$ cat src/rtl/gc_mxr_n.sv
// Round-robin mixer that funnels NCH GC update channels onto one downstream
// update port, with a fixed idle gap after each completed update.
module gc_mxr_n #(
    parameter int NCH = 4,
    parameter int AW  = 64,
    parameter int GAP = 2
) (
    input  logic              clk,
    input  logic              rst,
    input  logic [NCH*AW-1:0] gc_addr_in,
    input  logic [NCH-1:0]    gc_updt_in,
    output logic [NCH-1:0]    gc_updt_ack_out,
    output logic [AW-1:0]     gc_addr,
    output logic              gc_updt,
    input  logic              gc_updt_ack,
    output logic [2:0]        gnt_idx,
    output logic              busy
);

    localparam int IW = (NCH > 1) ? $clog2(NCH) : 1;

    typedef enum logic [1:0] {
        ST_IDLE     = 2'd0,
        ST_ARB      = 2'd1,
        ST_WAIT_ACK = 2'd2,
        ST_GAP      = 2'd3
    } state_t;

    state_t          state_r;
    logic            rst_meta_r;
    logic            rst_sync_r;
    logic [IW-1:0]   ptr_r;
    logic [3:0]      gap_cnt_r;
    logic [2:0]      gnt_idx_r;
    logic [AW-1:0]   gc_addr_r;
    logic            gc_updt_r;
    logic [NCH-1:0]  ack_out_r;
    logic            busy_r;

    logic            sel_found_s;
    logic [IW-1:0]   sel_idx_s;
    logic [3:0]      sum_s;
    logic [AW-1:0]   addr_sel_s;

    function automatic logic [NCH-1:0] idx_onehot(input logic [IW-1:0] idx);
        logic [NCH-1:0] oh;
        oh = {NCH{1'b0}};
        for (int i = 0; i < NCH; i++) begin
            if (IW'(i) == idx) begin
                oh[i] = 1'b1;
            end else begin
                oh[i] = 1'b0;
            end
        end
        return oh;
    endfunction

    // Reset synchronizer: assertion is immediate, release follows two edges.
    always_ff @(posedge clk or negedge rst) begin
        if (!rst) begin
            rst_meta_r <= 1'b0;
            rst_sync_r <= 1'b0;
        end else begin
            rst_meta_r <= 1'b1;
            rst_sync_r <= rst_meta_r;
        end
    end

    // Round-robin search starting one past the last served channel.
    always_comb begin
        sel_found_s = 1'b0;
        sel_idx_s   = {IW{1'b0}};
        sum_s       = 4'd0;
        for (int i = 1; i <= NCH; i++) begin
            sum_s = 4'(ptr_r) + 4'(i);
            sum_s = (sum_s >= 4'(NCH)) ? (sum_s - 4'(NCH)) : sum_s;
            if (!sel_found_s && gc_updt_in[sum_s[IW-1:0]]) begin
                sel_found_s = 1'b1;
                sel_idx_s   = sum_s[IW-1:0];
            end else begin
                sel_found_s = sel_found_s;
                sel_idx_s   = sel_idx_s;
            end
        end
    end

    // Address mux for the selected channel slice.
    always_comb begin
        addr_sel_s = {AW{1'b0}};
        for (int i = 0; i < NCH; i++) begin
            if (sel_idx_s == IW'(i)) begin
                addr_sel_s = gc_addr_in[i*AW +: AW];
            end else begin
                addr_sel_s = addr_sel_s;
            end
        end
    end

    // Main arbitration FSM; all outputs are registered here.
    always_ff @(posedge clk or negedge rst_sync_r) begin
        if (!rst_sync_r) begin
            state_r   <= ST_IDLE;
            ptr_r     <= IW'(NCH - 1);
            gap_cnt_r <= 4'd0;
            gnt_idx_r <= 3'd0;
            gc_addr_r <= {AW{1'b0}};
            gc_updt_r <= 1'b0;
            ack_out_r <= {NCH{1'b0}};
            busy_r    <= 1'b0;
        end else begin
            ack_out_r <= {NCH{1'b0}};
            case (state_r)
                ST_IDLE: begin
                    if (|gc_updt_in) begin
                        state_r <= ST_ARB;
                        busy_r  <= 1'b1;
                    end else begin
                        state_r <= ST_IDLE;
                        busy_r  <= 1'b0;
                    end
                end
                ST_ARB: begin
                    // Requests may have vanished since IDLE; back off without a grant.
                    if (sel_found_s) begin
                        gnt_idx_r <= 3'(sel_idx_s);
                        gc_addr_r <= addr_sel_s;
                        gc_updt_r <= 1'b1;
                        state_r   <= ST_WAIT_ACK;
                        busy_r    <= 1'b1;
                    end else begin
                        state_r   <= ST_IDLE;
                        busy_r    <= 1'b0;
                    end
                end
                ST_WAIT_ACK: begin
                    if (gc_updt_ack) begin
                        gc_updt_r <= 1'b0;
                        ack_out_r <= idx_onehot(gnt_idx_r[IW-1:0]);
                        ptr_r     <= gnt_idx_r[IW-1:0];
                        gap_cnt_r <= 4'(GAP);
                        state_r   <= ST_GAP;
                    end else begin
                        state_r   <= ST_WAIT_ACK;
                    end
                end
                ST_GAP: begin
                    if (gap_cnt_r == 4'd0) begin
                        state_r <= ST_IDLE;
                        busy_r  <= 1'b0;
                    end else begin
                        gap_cnt_r <= gap_cnt_r - 4'd1;
                    end
                end
                default: begin
                    state_r   <= ST_IDLE;
                    gc_updt_r <= 1'b0;
                    busy_r    <= 1'b0;
                end
            endcase
        end
    end

    assign gc_updt_ack_out = ack_out_r;
    assign gc_addr         = gc_addr_r;
    assign gc_updt         = gc_updt_r;
    assign gnt_idx         = gnt_idx_r;
    assign busy            = busy_r;

endmodule

$ cat config.mk
export PLATFORM = sky130hd
export DESIGN_NAME = gc_mxr_n
export DESIGN_NICKNAME = d
export VERILOG_FILES = /design/src/rtl/gc_mxr_n.sv
export SDC_FILE = /design/constraint.sdc
export NUM_CORES = 1
export LEC_CHECK = 0
export CORE_AREA = 2 2 129 131
export CTS_CLUSTER_SIZE = 16
export DETAILED_ROUTE_END_ITERATION = 8
export DIE_AREA = 0 0 131 133
export PLACE_DENSITY = 0.73
export SLEW_MARGIN = 20
export SYNTH_ARGS = -nofsm -noshare
export SYNTH_HDL_FRONTEND = slang
export SYNTH_SLANG_ARGS = --single-unit
$ cat constraint.sdc
create_clock -name clk -period 2.3 [get_ports clk]
set_clock_uncertainty 0.05 [all_clocks]
set_input_delay 0.345 -clock clk [delete_from_list [all_inputs] [get_ports clk]]
set_output_delay 0.345 -clock clk [all_outputs]
set_load 0.02 [all_outputs]
-- Word level (Yosys, flattened, before mapping)
Index checks and enable logic that the tools add are counted.
- register bits: 82
- bits of input ports: 263
- output and inout port bits: 73
- word-level logic and storage cells: 104
- add/subtract/negate cells: 9
- order comparisons: 8
- equality and inequality tests: 13
- muxes and demuxes: 45
- reduce and logical (&&, ||, !) cells: 19
- operators by type and width (kind ; count):
    $mux W64 ; 4
    $mux W2 ; 10
    $mux W1 ; 19
    $mux W4 ; 4
    $lt A2 B3 Y1 const B ; 4
    $ge A3 B3 Y1 const B ; 3
    $bmux W1 S2 ; 4
    $eq A2 B2 Y1 const B ; 4
    $ne A2 B2 Y1 const B ; 4
    $pmux W2 S4 ; 1
    $pmux W4 S2 ; 1
    $sub A2 B1 Y2 const B ; 4
    $add A2 B2 Y3 const B ; 2
    $logic_not A2 Y1 ; 3
    $reduce_and A2 Y1 ; 3
    $reduce_and A3 Y1 ; 2
    $add A2 B3 Y4 const B ; 1
    $eq A2 B1 Y1 const B ; 2
    $eq A2 B2 Y1 const A ; 2
    $ge A4 B3 Y1 const B ; 1
    $logic_not A4 Y1 ; 1
    $reduce_bool A2 Y1 ; 2
    $reduce_or A4 Y1 ; 1
    $sub A4 B1 Y4 const B ; 1
    7 further kinds ; 11

-- Logic depth before layout (Yosys ltp)
- depth in word-level cells: 20
- depth in mapped cells: 8
- mapped depth without buffers: 6

-- Least setup slack after synthesis
Ideal clock, no wire load.
- path kind: reg-to-reg
- start point: register ptr_r[1]
- end point: register gc_addr_r[28] (netlist: gc_addr[28])
- library setup time: 142 ps
- arrival time: 1773 ps
- required time: 2108 ps
- slack: 334 ps
- stages on the path, launching flop included: 9
- buffers on the path: 3
- period minus slack after synthesis: 1966 ps
- path through: dfstp_2 -> buf_6 -> mux2_4 -> a22oi_2 -> o21ai_2 -> buf_6 -> buf_4 -> mux2i_1 -> o221ai_1
- longest elaborated chain between the ends: 20
- elaborated cells between the ends (all ways): 47
- those cells by class: 8 x add/sub; 4 x order compare; 3 x eq/ne; 24 x mux; 8 x reduce/logical
- RTL lines (what ; RTL line ; text):
    start: declaration ; 32 ; logic [IW-1:0] ptr_r;
    start signal: assignment ; 103 ; ptr_r <= IW'(NCH - 1);
    start signal: assignment ; 139 ; ptr_r <= gnt_idx_r[IW-1:0];
    $add A2 B1 Y3 ; 75 ; sum_s = 4'(ptr_r) + 4'(i);
    $ge A3 B3 Y1 or $sub A2 B1 Y2 (tied branches) ; 76 ; sum_s = (sum_s >= 4'(NCH)) ? (sum_s - 4'(NCH)) : sum_s;
    $mux W2 ; 76 ;
    $bmux W1 S2 ; 77 ; if (!sel_found_s && gc_updt_in[sum_s[IW-1:0]]) begin
    $mux W1 (not written as such) ; 77 ;
    $mux W1 ; 77 ;
    $logic_not A1 Y1 ; 77 ;
    $logic_and A1 B1 Y1 ; 77 ;
    $mux W1 ; 77 ;
    $logic_not A1 Y1 ; 77 ;
    $logic_and A1 B1 Y1 ; 77 ;
    $mux W1 ; 77 ;
    $logic_not A1 Y1 ; 77 ;
    $logic_and A1 B1 Y1 ; 77 ;
    $mux W2 ; 77 ;
    $logic_not A2 Y1 ; 91 ; if (sel_idx_s == IW'(i)) begin
    $mux W64 (4 in series) ; 91 ;
    end signal: assignment ; 106 ; gc_addr_r <= {AW{1'b0}};
    end signal: assignment ; 126 ; gc_addr_r <= addr_sel_s;
    end: declaration ; 35 ; logic [AW-1:0] gc_addr_r;
Several ways; a longest one is shown, not always the timed one. The select of a mux whose other input is x is not followed.
A chain may end at the register's enable or synchronous reset.

-- Final worst setup path
- start point: register ptr_r[1]
- end point: register gc_addr_r[19] (netlist: gc_addr[19])
Same word-level chain as after synthesis.

==> results.cfg <==
[synthesis]
ys_async_sr_fraction_pct = 100.0
synth_seq_cells = 82
synth_nets = 709
yosysSeqAreaShare_pct = 43.17
synth_cells = 444
synth_edf_count = 0
syn_area_mm2 = 0.004760
syn_area_per_cell_um2 = 10.72
synthDistinctLibCells = 39
synth_warnings = 0
synth-main-ff-cell = dfrtp_1

[power_and_ir_drop]
ir_drop_mv = 0.5379
p_leak_nw = 4.062
powerDensity_mw_per_mm2 = 1082

[setup_path]
required_ns = 2.45
crit_fanout = 18
worstRegToRegCells = 7
cp-start-kind = flop
path_cells = mux2_4 > a22oi_2 > o21ai_4 > buf_12 > buf_12 > mux2i_2 > o221ai_1
cp-end-kind = flop
reg2reg_from = ptr_r[1]$_DFFE_PN1P_
r2r_slack_ns = 0.11
crit_top_cell = buf_12
slowest_delay_ns = 0.54
cp.arrival_ns = 2.34
crit_type = flop to flop
r2r-end = gc_addr[19]$_DFFE_PN0P_
worst_path_max_delay_cell = dfstp_2

[sta]
holdWs_ns = 0.1120
grt_setup_unrepaired = false
hold_violations = 0
fin_crit_sh_pct = 95.24
report.final.slew_viol_count = 0
setup_slack_ns = 0.1095
fmax_mhz = 456.5
period_needed_ns = 2.191
finalSetupViolCount = 0
relSlewSlack_pct = 60.41
worst_pin_slew_ns = 0.5877

[cts]
h-tree-depth = 3
clock-sinks = 82
numCtsBuffers = 9
cts_setup_buffers = 0
cts_hold_buf = 0
clk_pin_slew_ns = 0.07
cts_buffer_depth = 2
clk_latency_ns = 0.34
cts_resized = 0
ctsRootBufferMaster = clkbuf_16
tritoncts = done

[drt]
wirelength_mm = 18.43
drt_pre_antenna_iters = 5
ant_nets = 0
drc = 0
drt-initial-drc-count = 204
wl_per_cell_um = 18.07
vias_per_cell = 5.022
routed-via-count = 5122

[grt]
grt_pass1_vias = 5621
overflow = 0
grtUsageTotal_pct = 20.78
grt_pass1_wl_mm = 28.15
grt_antenna_before_repair = 1
grt_max_degree = 45

[floorplanning]
dieArea_mm2 = 0.01742
rows = 47
placeableCoreArea_mm2 = 0.01617
ios = 336
dieWidth_um = 131
die-height_um = 133
start_util_pct = 29.43

[layout]
drive_above_1_share_pct = 8.875
postLayoutCellArea_mm2 = 0.008972
syn2layout_area_growth_pct = 88.51
antenna-diode-count = 0
nNetsFinal = 1060
fillers = 1374

[flow_run]
maxCapViolations = 0

[placement]
port_buffers = 334
dp_hpwl_mm = 14.55
place_area_mm2 = 0.008617
gpl.final_weighted_congestion = 0.8731
dpl_worst_slack_ns = -0.1335

[worst_hold_path]
min_path_type = input port to asynchronous set/reset pin

[run_status]
status = finished, final reports clean
[synth_stat cells (all sizes together) (2+ instances only)]
cell type    n  area, µm²
dfstp        2      52.55
nor2         5      18.77
a22o         2      17.52
conb         2      7.510
buf         21      168.9
nand2       80      302.8
dfrtp       80       2002
nand3        6      30.03
inv          7      26.28
o21ai        7      38.78
a22oi        2      20.02
mux2i      129       1291
nor4         2      12.51
o221ai      64      560.5
ha           2      25.02
clkbuf      17      63.81
[stage by stage]
stage                     setup TNS [ns]  std cells  utilization (%)  power, mW
after global placement          -0.06215       1004            53.28      7.822
final                                  0       1020            55.48      9.710
after floorplan                        0        444                -      5.457
after detailed placement          -1.322       1004            53.28      8.030
after global routing                   0       1020            55.48      10.29
after CTS                              0       1020            55.46      9.784
[cell usage in the layout (no fill, tap or decap), types with 7 or more instances in the layout]
cell             count
buf_12              10
buf_4               34
clkbuf_16            9
clkdlybuf4s50_1    334
dfrtp_1             79
inv_1                7
mux2i_1            128
nand2_1             79
o221ai_1            64
[power by group]
part           switching [mW]  internal [mW]  leakage [nW]
Sequential              0.421           2.10          1.02
Combinational            2.66           2.82          2.87
Clock                   0.617           1.10         0.173
Total                    3.70           6.01          4.06
[sequential cells by signal, indices dropped and copies added, names as in the netlist, named ones only]
signal and count:
busy 1, gap_cnt_r 4, gc_addr 64, gc_updt 1, gc_updt_ack_out 4, gnt_idx 2
ptr_r 2, rst_meta_r 1, rst_sync_r 1, state_r 1
[routing by layer]
layer	GRT usage, %	part of all wire [%]	wire length (µm)
met5	0	0.065	12
met4	7.565	2.3	424
met3	5.055	8.4	1553
met2	38.31	52	9540
met1	22.68	37	6903
[logic make-up after synthesis]
| family | after synthesis | share of synthesized area [%] |
|---|---|---|
| fa+ha+maj | 2 | 0.5257 |
| other cells | 2 | 0.1578 |
| buf+inv | 45 | 5.442 |
| compound gates | 82 | 14.48 |
| simple gates | 101 | 8.781 |
| flops | 82 | 43.17 |
| mux | 130 | 27.44 |
[area by class of cell]
class	instances	area, µm²	area share, %
clock buffer	10	239.0	2.664
clock inverter	6	112.6	1.255
inverter	7	26.28	0.2928
multi-input combinational	317	2462	27.44
sequential	82	2058	22.94
tap	220	275.3	3.068
timing repair buffer	378	3799	42.34
[worst max-delay path: cells and delay by family (launching register included)]
kind,cells,cell delay [ns]
mux,2,0.57
compound gates,3,0.53
buf+inv,2,0.34
flops,1,0.54
[worst max path at each step]
stage,end,startpoint,depth (start not counted)
6_report,gc_addr[19]$_DFFE_PN0P_,ptr_r[1]$_DFFE_PN1P_,7
5_1_grt,gc_addr[19]$_DFFE_PN0P_,ptr_r[1]$_DFFE_PN1P_,7
4_1_cts,gc_addr[19]$_DFFE_PN0P_,ptr_r[1]$_DFFE_PN1P_,7
3_5_place_dp,gc_addr[19]$_DFFE_PN0P_,gc_updt_in[1],8
3_3_place_gp,gc_addr[19]$_DFFE_PN0P_,gc_updt_in[1],8
2_1_floorplan,gc_addr[28]$_DFFE_PN0P_,ptr_r[1]$_DFFE_PN1P_,8
(Power assumes the default switching activity.)
